$ cat config.mk
export PLATFORM = sky130hd
export DESIGN_NAME = if_fetch_ctrl_flat
export DESIGN_NICKNAME = d
export VERILOG_FILES = /design/src/rtl/if_fetch_ctrl_if.sv /design/src/rtl/if_fetch_ctrl.sv /design/src/flat_wrapper.sv
export SDC_FILE = /design/constraint.sdc
export NUM_CORES = 1
export LEC_CHECK = 0
export BUFFER_PORTS_ARGS = -buffer_cell sky130_fd_sc_hd__buf_2
export CAP_MARGIN = 40
export CORE_AREA = 10 10 153 141
export DETAILED_ROUTE_END_ITERATION = 12
export DIE_AREA = 0 0 163 151
export HOLD_SLACK_MARGIN = 0.03
export PLACE_DENSITY = 0.87
export SLEW_MARGIN = 20
export SYNTH_ARGS = -nofsm -noshare
export SYNTH_HDL_FRONTEND = slang
export SYNTH_SLANG_ARGS = --single-unit
$ cat constraint.sdc
create_clock -name clk -period 5.7 [get_ports clk]
set_input_delay 0.57 -clock clk [delete_from_list [all_inputs] [get_ports clk]]
set_output_delay 0.57 -clock clk [all_outputs]
set_load 0.1 [all_outputs]
$ cat src/rtl/if_fetch_ctrl_if.sv
// Fetch front-end bus: redirect input, ROM request/response and the
// {pc,inst} valid/ready handoff towards decode.
interface if_fetch_ctrl_if #(
  parameter int ADDR_WIDTH = 12
);
  logic                  flush_i;
  logic [31:0]           flush_pc_i;
  logic                  rom_en_o;
  logic [ADDR_WIDTH-1:0] rom_addr_o;
  logic [31:0]           rom_data_i;
  logic                  if_valid_o;
  logic                  if_ready_i;
  logic [31:0]           if_pc_o;
  logic [31:0]           if_inst_o;

  // Fetch controller side
  modport master (
    input  flush_i, flush_pc_i, rom_data_i, if_ready_i,
    output rom_en_o, rom_addr_o, if_valid_o, if_pc_o, if_inst_o
  );

  // ROM / decode / redirect side
  modport slave (
    output flush_i, flush_pc_i, rom_data_i, if_ready_i,
    input  rom_en_o, rom_addr_o, if_valid_o, if_pc_o, if_inst_o
  );
endinterface

$ cat src/rtl/if_fetch_ctrl.sv
// Instruction-fetch front end. Owns the PC, issues reads to a synchronous
// ROM with one cycle of latency, pairs each returned word with its PC and
// buffers up to two results in a shift-style skid FIFO feeding decode.
// Entry 0 of the FIFO is always the head, so the outputs come straight
// from registers.
module if_fetch_ctrl #(
  parameter logic [31:0] RESET_PC   = 32'h0000_0000,
  parameter int          ADDR_WIDTH = 12
) (
  input  logic            clk,
  input  logic            rst,
  if_fetch_ctrl_if.master bus
);

  logic [31:0] pc_reg;
  logic [31:0] req_pc_reg;
  logic        inflight_reg;
  logic [1:0]  count_reg;
  logic [1:0]  count_next;
  logic [31:0] e0_pc_reg,   e0_pc_next;
  logic [31:0] e0_inst_reg, e0_inst_next;
  logic [31:0] e1_pc_reg,   e1_pc_next;
  logic [31:0] e1_inst_reg, e1_inst_next;

  logic [31:0] fetch_pc;
  logic [2:0]  occupancy;
  logic        head_valid;
  logic        pop;
  logic        push;
  logic        issue;

  // A redirect takes effect in the same cycle: the ROM is addressed with
  // the (word-aligned) target instead of the sequential PC.
  assign fetch_pc   = bus.flush_i ? (bus.flush_pc_i & 32'hFFFF_FFFC) : pc_reg;
  assign head_valid = (count_reg != 2'd0);
  // A flush makes the offered head wrong-path, so it is never consumed.
  assign pop        = head_valid & bus.if_ready_i & ~bus.flush_i;
  // The word returning this cycle is dropped when a flush is present.
  assign push       = inflight_reg & ~bus.flush_i;
  // Buffered plus outstanding words never exceed the FIFO depth; a pop
  // frees a slot for the word issued in the same cycle.
  assign occupancy  = {1'b0, count_reg} + {2'b00, inflight_reg};
  assign issue      = ~rst & (bus.flush_i | (occupancy < 3'd2) | pop);

  assign bus.rom_en_o   = issue;
  assign bus.rom_addr_o = fetch_pc[ADDR_WIDTH+1:2];
  assign bus.if_valid_o = head_valid;
  assign bus.if_pc_o    = e0_pc_reg;
  assign bus.if_inst_o  = e0_inst_reg;

  // PC advance and tracking of the single outstanding ROM read.
  always_ff @(posedge clk or posedge rst) begin
    if (rst) begin
      pc_reg       <= RESET_PC & 32'hFFFF_FFFC;
      req_pc_reg   <= 32'h0;
      inflight_reg <= 1'b0;
    end else begin
      inflight_reg <= issue;
      if (issue) begin
        pc_reg     <= fetch_pc + 32'd4;
        req_pc_reg <= fetch_pc;
      end
    end
  end

  // Next FIFO contents: flush clears, otherwise push/pop with entry 0 as head.
  always_comb begin
    count_next   = count_reg;
    e0_pc_next   = e0_pc_reg;
    e0_inst_next = e0_inst_reg;
    e1_pc_next   = e1_pc_reg;
    e1_inst_next = e1_inst_reg;
    if (bus.flush_i) begin
      count_next = 2'd0;
    end else begin
      case ({push, pop})
        2'b10: begin
          if (count_reg == 2'd0) begin
            e0_pc_next   = req_pc_reg;
            e0_inst_next = bus.rom_data_i;
          end else begin
            e1_pc_next   = req_pc_reg;
            e1_inst_next = bus.rom_data_i;
          end
          count_next = count_reg + 2'd1;
        end
        2'b01: begin
          // Emptying the last entry leaves the head registers untouched.
          if (count_reg == 2'd2) begin
            e0_pc_next   = e1_pc_reg;
            e0_inst_next = e1_inst_reg;
          end
          count_next = count_reg - 2'd1;
        end
        2'b11: begin
          if (count_reg == 2'd1) begin
            e0_pc_next   = req_pc_reg;
            e0_inst_next = bus.rom_data_i;
          end else begin
            e0_pc_next   = e1_pc_reg;
            e0_inst_next = e1_inst_reg;
            e1_pc_next   = req_pc_reg;
            e1_inst_next = bus.rom_data_i;
          end
        end
        default: ;
      endcase
    end
  end

  // FIFO state registers; cleared asynchronously so outputs read zero in reset.
  always_ff @(posedge clk or posedge rst) begin
    if (rst) begin
      count_reg   <= 2'd0;
      e0_pc_reg   <= 32'h0;
      e0_inst_reg <= 32'h0;
      e1_pc_reg   <= 32'h0;
      e1_inst_reg <= 32'h0;
    end else begin
      count_reg   <= count_next;
      e0_pc_reg   <= e0_pc_next;
      e0_inst_reg <= e0_inst_next;
      e1_pc_reg   <= e1_pc_next;
      e1_inst_reg <= e1_inst_next;
    end
  end

  // Buffered plus outstanding words must always fit in the two entries.
  assert property (@(posedge clk) disable iff (rst) occupancy <= 3'd2);

endmodule

$ cat src/flat_wrapper.sv
// flat-port wrapper written by rule: the top's interface ports become plain ports
module if_fetch_ctrl_flat 
#(
  parameter logic [31:0] RESET_PC   = 32'h0000_0000,
  parameter int          ADDR_WIDTH = 12
)
  (clk, rst, bus_flush_i, bus_flush_pc_i, bus_rom_data_i, bus_if_ready_i, bus_rom_en_o, bus_rom_addr_o, bus_if_valid_o, bus_if_pc_o, bus_if_inst_o);
  if_fetch_ctrl_if #(.ADDR_WIDTH(ADDR_WIDTH)) bus_i ();
  input  logic clk;
  input  logic rst;
  input wire logic [$bits(bus_i.flush_i)-1:0] bus_flush_i;
  input wire logic [$bits(bus_i.flush_pc_i)-1:0] bus_flush_pc_i;
  input wire logic [$bits(bus_i.rom_data_i)-1:0] bus_rom_data_i;
  input wire logic [$bits(bus_i.if_ready_i)-1:0] bus_if_ready_i;
  output wire logic [$bits(bus_i.rom_en_o)-1:0] bus_rom_en_o;
  output wire logic [$bits(bus_i.rom_addr_o)-1:0] bus_rom_addr_o;
  output wire logic [$bits(bus_i.if_valid_o)-1:0] bus_if_valid_o;
  output wire logic [$bits(bus_i.if_pc_o)-1:0] bus_if_pc_o;
  output wire logic [$bits(bus_i.if_inst_o)-1:0] bus_if_inst_o;
  assign bus_i.flush_i = bus_flush_i;
  assign bus_i.flush_pc_i = bus_flush_pc_i;
  assign bus_i.rom_data_i = bus_rom_data_i;
  assign bus_i.if_ready_i = bus_if_ready_i;
  assign bus_rom_en_o = bus_i.rom_en_o;
  assign bus_rom_addr_o = bus_i.rom_addr_o;
  assign bus_if_valid_o = bus_i.if_valid_o;
  assign bus_if_pc_o = bus_i.if_pc_o;
  assign bus_if_inst_o = bus_i.if_inst_o;
  if_fetch_ctrl #(.RESET_PC(RESET_PC), .ADDR_WIDTH(ADDR_WIDTH)) u_core (.clk(clk), .rst(rst), .bus(bus_i));
endmodule
# Word level (Yosys, flattened, before mapping)
# Index checks and enable logic that the tools add are counted.
# totals
register_bits	195
input_bits	68
out_inout_bits	78
word_cells	54
# classes
add_sub_neg	4
n_lt_le_gt_ge	1
n_eq_ne	9
mux	17
bitwise_logic	8
n_reduce_logical	7
# ops
op	count
32-bit 2-to-1 mux	11
32-bit case mux with 3 select lines	2
32-bit case mux with 2 select lines	2
32-bit by 3-bit adder with 32-bit output, second input constant	1
4-bit AND reduction	2
2-bit == test, second input constant	3
3-bit nonzero test	2
1-bit bitwise AND	4
2-bit by 1-bit == test with 1-bit output, second input constant	2
2-bit by 1-bit != test with 1-bit output, second input constant	2
2-bit != test, second input constant	2
2-bit case mux with 2 select lines	1
2-bit nonzero test	2
2-bit by 1-bit adder with 3-bit output	1
3-bit by 2-bit less-than comparator with 1-bit output, second input constant	1
2-bit by 1-bit adder with 2-bit output, second input constant	1
2-bit zero test	1
2-bit 2-to-1 mux	1
1-bit inverter	2
1-bit bitwise OR	2
2-bit by 1-bit subtractor with 2-bit output, second input constant	1

# Logic depth before layout (Yosys ltp)
# Gate-level depths: netlist of the first run.
# depth
ltp_word	6
mapped_depth	14
ltp_nobuf	9

# Least setup slack after synthesis of the first run
# Ideal clock, no wire load.
# synth_path
path_kind	in2reg
startpoint	input rst
endpoint	register u_core.pc_reg[22]
setup_ns	0.138
arrival_ns	5.365
required_ns	5.562
setup_slack_ns	0.198
cell_stages	4
path_buffers	0
path_cell_list	inv_1 nand2_1 mux2i_1 o22ai_1
# synth_via
elab_chain_cells	2
# synth_lines
item	line_no	text
start: declaration	flat_wrapper.sv:10	input logic rst;
1-bit inverter	if_fetch_ctrl.sv:43	assign issue = ~rst & (bus.flush_i | (occupancy < 3'd2) | pop);
1-bit bitwise AND	if_fetch_ctrl.sv:43	
end signal: assignment	if_fetch_ctrl.sv:54	pc_reg <= RESET_PC & 32'hFFFF_FFFC;
end signal: assignment	if_fetch_ctrl.sv:60	pc_reg <= fetch_pc + 32'd4;
end: declaration	if_fetch_ctrl.sv:15	logic [31:0] pc_reg;
# No other way between the ends.
# A chain may end at the register's enable or synchronous reset.

# Worst setup path after layout of the first run
# layout_path
startpoint	input bus_flush_i
endpoint	output bus_rom_en_o
# layout_via
elab_chain_cells	4
word_cells_on_any_way	5
classes_between	bitwise: 5
# layout_lines
item	line_no	text
start: declaration	flat_wrapper.sv:11	input wire logic [$bits(bus_i.flush_i)-1:0] bus_flush_i;
1-bit inverter (no line)	n/a	
1-bit bitwise AND	if_fetch_ctrl.sv:37	assign pop = head_valid & bus.if_ready_i & ~bus.flush_i;
1-bit bitwise OR *	if_fetch_ctrl.sv:43	
1-bit bitwise AND *	if_fetch_ctrl.sv:43	
end: declaration	flat_wrapper.sv:15	output wire logic [$bits(bus_i.rom_en_o)-1:0] bus_rom_en_o;
# Every way passes the cells marked *; elsewhere a longest branch is shown, timed or not.

==> results.yml, run 1 <==
run_status:
  outcome: "complete, no violations"
worst_setup_path:
  r2r-end: "u_core.bus.if_inst_o[3]$_DFFE_PP0P_"
  startpoint_type: "primary input"
  critPathBufInv: 4
  ff2ff_path_depth: 7
  cp_slowest_cell: "buf_4"
  crit_chain: "buf_4 -> buf_4 -> a211oi_1 -> or2_2 -> inv_1 -> buf_2"
  cp.required_ns: 5.13
  path_max_fanout: 57
  crit_arrival_ns: 2.56
  worst-r2r-setup-slack_ns: 3.00
  cp_top_family: "buffers and inverters"
  end_kind: "primary output"
  crit_top_cell: "buf_4"
  critPathMaxStageDelay_ns: 0.54
  reg2reg_from: "u_core.count_reg[0]$_DFFE_PP0P_"
  worstSetupStartpoint: "bus_flush_i"
  critPathKind: "primary input to primary output"
logic_synthesis:
  ys_types: 56
  synth.net_count: 969
  synthArstFlopShare_pct: 100
  ys_seq_area_share_pct: 50.4
  ys_warn_count: 0
  synth_edf_count: 0
  ys_ff_latch: 188
  avgSynthCellArea_um2: 10.4
  synth_ff_type: "dfrtp_1"
  synth_area_um2: 9340
  postSynthCellCount: 897
timing:
  fin_crit_ns: 3.13
  layout_setup_ws_ns: 2.57
  tns_ns: 0
  finalClockSkew_ns: 0.00877
  hold_viol: 0
  max_freq_ghz: 0.319
  fin_crit_sh_pct: 55.0
  setup_viol: 0
  slew_violations: 0
  relSlewSlack_pct: 48.1
  worstMarginPinSlew_ns: 0.771
  rsz0062_at_grt: "no"
clock_tree:
  h-tree-depth: 4
  postCtsSetupBuffers: 0
  cts_hold_buffers: 0
  clock_sinks: 188
  clk_pin_slew_ns: 0.07
  cts_max_path_buffers: 2
  clk_latency_ns: 0.43
  cts_tree: "done"
  cts_root_buf: "clkbuf_16"
  cts_resized: 0
  cts_buffers: 17
final_layout:
  final_common_cell: "dfrtp_1"
  fill_cells: 1498
  final_cell_mix: "dfrtp_1, nand2_1, buf_2"
  multi_input_area_um2: 4230
  final_util_pct: 59.3
  area_delta_synth_final_pct: 15.6
  regArea_um2: 4700
  finalNetCount: 1072
  drive_above_1_share_pct: 26.7
floorplan:
  die_area_um2: 24600
  core.rowCount: 47
  die_w_um: 163
  die_y_um: 151
  start_util_pct: 51.2
  core_um2: 18200
  io-pin-count: 146
detailed_routing:
  first_pass_iters: 5
  drtAntennaViolNets: 0
  drt_wl_total_mm: 22.1
  drc_errors: 0
  vias: 7040
  wl_per_cell_um: 17.5
  drtIter0Drc: 582
  vias_per_cell: 5.58
power:
  combPwrFrac_pct: 48.6
  clkPwrFrac_pct: 17.9
  switching_share_pct: 51.1
  vdd_drop_max_mv: 0.435
  seqPwrFrac_pct: 33.5
  power.total_mw: 6.81
  power_leakage_nw: 5.40
  p_sw_mw: 3.48
  internal_power_mw: 3.33
  cellPowerDensity_nw_per_um2: 630
global_routing:
  antenna_found_initial: 4
  grt_overflow: 0
  gr-usage-all-layers_pct: 18.1
  grt_pass1_wl_mm: 36.2
  grt_pass1_vias: 6991
  grt_max_degree: 96
placement:
  io_buffers: 143
  gp_congestion: 0.887
  dp_worst_setup_slack_ns: 2.18
  dp_hpwl_mm: 15.5
hold_path:
  hold_class: "primary input to async pin"
job:
  drv_cap: 0
==> synthesized netlist by cell type (5+ instances only) <==
library cell,count,area [um2]
nor2_1,22,82.6
buf_4,13,97.6
a31oi_1,5,31.3
xnor2_1,10,87.6
o21ai_0,113,566
buf_1,8,30.0
nand3_1,22,110
and2_1,7,43.8
nand4_1,8,50.1
nor3_1,6,30.0
mux2_2,68,766
nand3b_1,10,75.1
a21oi_1,20,100
nand2_1,143,537
and3_1,6,37.5
inv_1,22,82.6
nand2b_1,12,75.1
a21boi_0,6,45.0
mux2i_1,99,991
dfrtp_1,188,4700
clkbuf_1,34,128
buf_2,12,60.1
==> worst max-delay path by stage <==
| stage | slack, ns | cells after the start | end |
|---|---|---|---|
| after global placement | 2.31 | 7 | u_core.bus.if_pc_o[21]$_DFFE_PP0P_ |
| final | 2.57 | 6 | bus_rom_en_o |
| after CTS | 2.59 | 6 | bus_rom_en_o |
| after floorplan | 1.63 | 4 | u_core.pc_reg[22]$_DFFE_PP0P_ |
| after detailed placement | 2.18 | 7 | u_core.bus.if_inst_o[3]$_DFFE_PP0P_ |
| after global routing | 2.41 | 7 | u_core.bus.if_inst_o[3]$_DFFE_PP0P_ |
==> worst reg2reg max path, stage by stage, from the launching register on <==
cell,delay [ns]
dfrtp_1,0.41
inv_1,0.10
ha_1,0.24
nor2_1,0.31
nand3_4,0.56
buf_4,0.55
mux2i_1,0.20
o21ai_0,0.24
==> cell type report <==
class	count	share of cell area (%)
antenna	4	0.0926
clock buffer	20	4.13
clock inverter	12	1.40
inverter	22	0.799
multi-input combinational	617	39.2
sequential	188	43.5
tap	245	2.84
timing repair buffer	154	8.01
==> power groups by stage <==
stage	Combinational (mW)	Sequential, mW	Clock (mW)
5_1_grt	3.50	2.37	1.30
6_report	3.31	2.28	1.22
2_1_floorplan	1.21	3.80	0
3_3_place_gp	3.25	2.26	0
4_1_cts	3.33	2.28	1.25
3_5_place_dp	3.32	2.30	0
==> kinds of logic (layout without fill, tap and decap cells) <==
family,after synthesis,in the layout,share of synthesized area (%)
compound gates,179,179,11.3
flops,188,188,50.4
xor+xnor,13,13,1.22
fa+ha+maj,4,4,0.536
simple gates,254,254,13.1
buf+inv,92,208,4.66
mux,167,167,18.8
other cells,0,4,0
==> metal layers <==
layer	routed length [um]	global-route usage, %
met4	299	4.55
met5	13	0
met3	1840	6.00
met1	10000	24.1
met2	9940	27.9
==> metrics by stage <==
step	hold WS, ns	instances	instance area (um2)
3_3_place_gp	0.456	1222	10100
5_1_grt	0.358	1259	10800
6_report	0.311	1262	10800
3_5_place_dp	0.465	1225	10200
4_1_cts	0.320	1257	10800
2_1_floorplan	0.449	897	9350
Note: power is estimated with default switching activity, not from simulation.
==> inputs of run 2 (changes only) <==
--- a/config.mk
+++ b/config.mk
@@ -7,9 +7,9 @@
 export LEC_CHECK = 0
 export BUFFER_PORTS_ARGS = -buffer_cell sky130_fd_sc_hd__buf_2
 export CAP_MARGIN = 40
-export CORE_AREA = 10 10 153 141
+export CORE_AREA = 10 10 150 138
 export DETAILED_ROUTE_END_ITERATION = 12
-export DIE_AREA = 0 0 163 151
+export DIE_AREA = 0 0 160 148
 export HOLD_SLACK_MARGIN = 0.03
 export PLACE_DENSITY = 0.87
 export SLEW_MARGIN = 20
==> constraint.sdc (replaced) <==
create_clock -name clk -period 2.9 [get_ports clk]
set_input_delay 0.29 -clock clk [delete_from_list [all_inputs] [get_ports clk]]
set_output_delay 0.29 -clock clk [all_outputs]
set_load 0.1 [all_outputs]
==> run 2 against run 1 <==
Compared with the run above: worst setup slack got worse by 2.3 ns; cell count rose by 0.24%; critical path depth rose by 2; highest routed layer is now met4.
==> results.yml, run 2 (same netlist as run 1, synthesis figures left out) <==
run_status:
  outcome: "complete, no violations"
power:
  clkPwrFrac_pct: 17.8
  switching_share_pct: 50.9
  cellPowerDensity_nw_per_um2: 1230
  seqPwrFrac_pct: 33.4
  power_leakage_nw: 5.49
  power.total_mw: 13.6
  vdd_drop_max_mv: 1.04
  internal_power_mw: 6.65
  p_sw_mw: 6.90
  combPwrFrac_pct: 48.8
timing:
  slew_violations: 0
  max_freq_ghz: 0.379
  rsz0062_at_grt: "no"
  fin_crit_ns: 2.64
  relSlewSlack_pct: 48.2
  setup_viol: 0
  hold_viol: 0
  finalClockSkew_ns: 0.0155
  worstMarginPinSlew_ns: 0.776
  fin_crit_sh_pct: 90.9
final_layout:
  final_util_pct: 63.0
  final_common_cell: "dfrtp_1"
  fill_cells: 1441
  final_cell_mix: "dfrtp_1, nand2_1, buf_2"
  area_delta_synth_final_pct: 18.0
  final_cell_count_no_fill: 1265
  finalNetCount: 1083
  drive_above_1_share_pct: 27.6
floorplan:
  start_util_pct: 53.4
  die_w_um: 160
  io-pin-count: 146
  core_um2: 17500
  die_y_um: 148
  die_area_um2: 23700
  core.rowCount: 46
global_routing:
  grt_pass1_wl_mm: 36.3
  grt_overflow: 0
  gr-usage-all-layers_pct: 18.8
  antenna_found_initial: 1
  grt_pass1_vias: 6909
  grt_max_degree: 148
clock_tree:
  cts_max_path_buffers: 2
  h-tree-depth: 4
  cts_resized: 0
  clock_sinks: 188
  clk_pin_slew_ns: 0.07
  clk_latency_ns: 0.44
  cts_buffers: 17
  cts_tree: "done"
  cts_root_buf: "clkbuf_16"
detailed_routing:
  vias: 7018
  drtAntennaViolNets: 0
  vias_per_cell: 5.55
  drtIter0Drc: 531
  wl_per_cell_um: 17.5
  first_pass_iters: 5
  drt_wl_total_mm: 22.2
  drc_errors: 0
worst_setup_path:
  path_max_fanout: 26
  startpoint_type: "register"
  end_kind: "primary output"
  crit_arrival_ns: 2.35
  cp.required_ns: 2.61
  critPathKind: "register to primary output"
placement:
  dp.cells: 1230
  gp_congestion: 0.886
  dp_hpwl_mm: 15.8
  io_buffers: 143
hold_path:
  hold_class: "primary input to register"
job:
  drv_cap: 0
-- run 2: cell count changes in the layout (fill, tap and decap cells not counted), sizes merged --
| cell | previous run | this run |
|---|---|---|
| dlygate4sd3 | 0 | 1 |
| clkinvlp | 2 | 5 |
| buf | 154 | 164 |
| clkinv | 3 | 4 |
| inv | 27 | 25 |
| diode | 4 | 1 |
| clkbuf | 20 | 18 |
-- run 2: path summary, 6_finish.rpt --
check                           slack [ns]  cells after the start                                    to                                 start
worst max-delay path                  0.26                      8                          bus_rom_en_o       u_core.count_reg[0]$_DFFE_PP0P_
worst min-delay path                  0.11                      2     u_core.e1_inst_reg[7]$_DFFE_PP0P_                     bus_rom_data_i[7]
worst max register to register        0.47                      8         u_core.pc_reg[30]$_DFFE_PP0P_          u_core.pc_reg[2]$_DFFE_PP0P_
worst min register to register        0.47                      2  u_core.bus.if_inst_o[27]$_DFFE_PP0P_  u_core.bus.if_inst_o[27]$_DFFE_PP0P_
max in group asynchronous             1.61                      4     u_core.e1_inst_reg[9]$_DFFE_PP0P_                                   rst
min in group asynchronous             0.31                      3       u_core.count_reg[0]$_DFFE_PP0P_                                   rst
-- run 2: final cells by class --
type	instances	area (um2)	area share (%)
Sequential cell	188	4700	42.7
Multi-Input combinational cell	617	4230	38.4
Timing Repair Buffer	165	1070	9.72
Clock buffer	18	439	3.98
Tap cell	240	300	2.72
Clock inverter	14	183	1.66
Inverter	22	90.1	0.817
Antenna cell	1	2.50	0.0227
-- run 2: metal layers --
metal / vias to the layer above / GRT usage [%] / wire length (um)
li1: 3373 / - / -
met1: 3404 / 25.8 / 10400
met2: 227 / 28.6 / 10000
met3: 14 / 5.47 / 1530
met4: 0 / 4.68 / 226
met5: - / 0 / 0
-- run 2: worst max-delay path, stage by stage, from the launching register on --
cell	delay [ns]
dfrtp_1	0.41
inv_1	0.08
ha_1	0.25
clkinvlp_4	0.11
a211oi_1	0.07
or2_2	0.39
inv_1	0.08
buf_4	0.29
buf_12	0.22
-- run 2: timing repair --
action | 4_1_cts | 5_1_grt
endpoints found under the hold margin | 2 | 0
setup buffers | 0 | 0
hold buffers | 1 | 0
setup endpoints to repair | 0 | 0
-- run 2: power by group through the flow --
stage | Combinational (mW) | Sequential (mW) | Clock (mW)
detailed placement | 6.63 | 4.56 | 0
CTS | 6.66 | 4.52 | 2.47
global placement | 6.49 | 4.46 | 0
finish | 6.62 | 4.53 | 2.41
global route | 7.01 | 4.68 | 2.58
floorplan | 2.39 | 7.46 | 0
-- run 2: stage by stage --
stage          setup WS, ns  area, um2  hold slack (ns)  setup TNS, ns
6_report              0.265      11000            0.108              0
5_1_grt              0.0752      11000           0.0868              0
4_1_cts               0.256      11000           0.0811              0
3_5_place_dp          0.347      10400            0.209              0
3_3_place_gp          0.401      10300            0.210              0
2_1_floorplan        -0.850       9350            0.441          -4.14
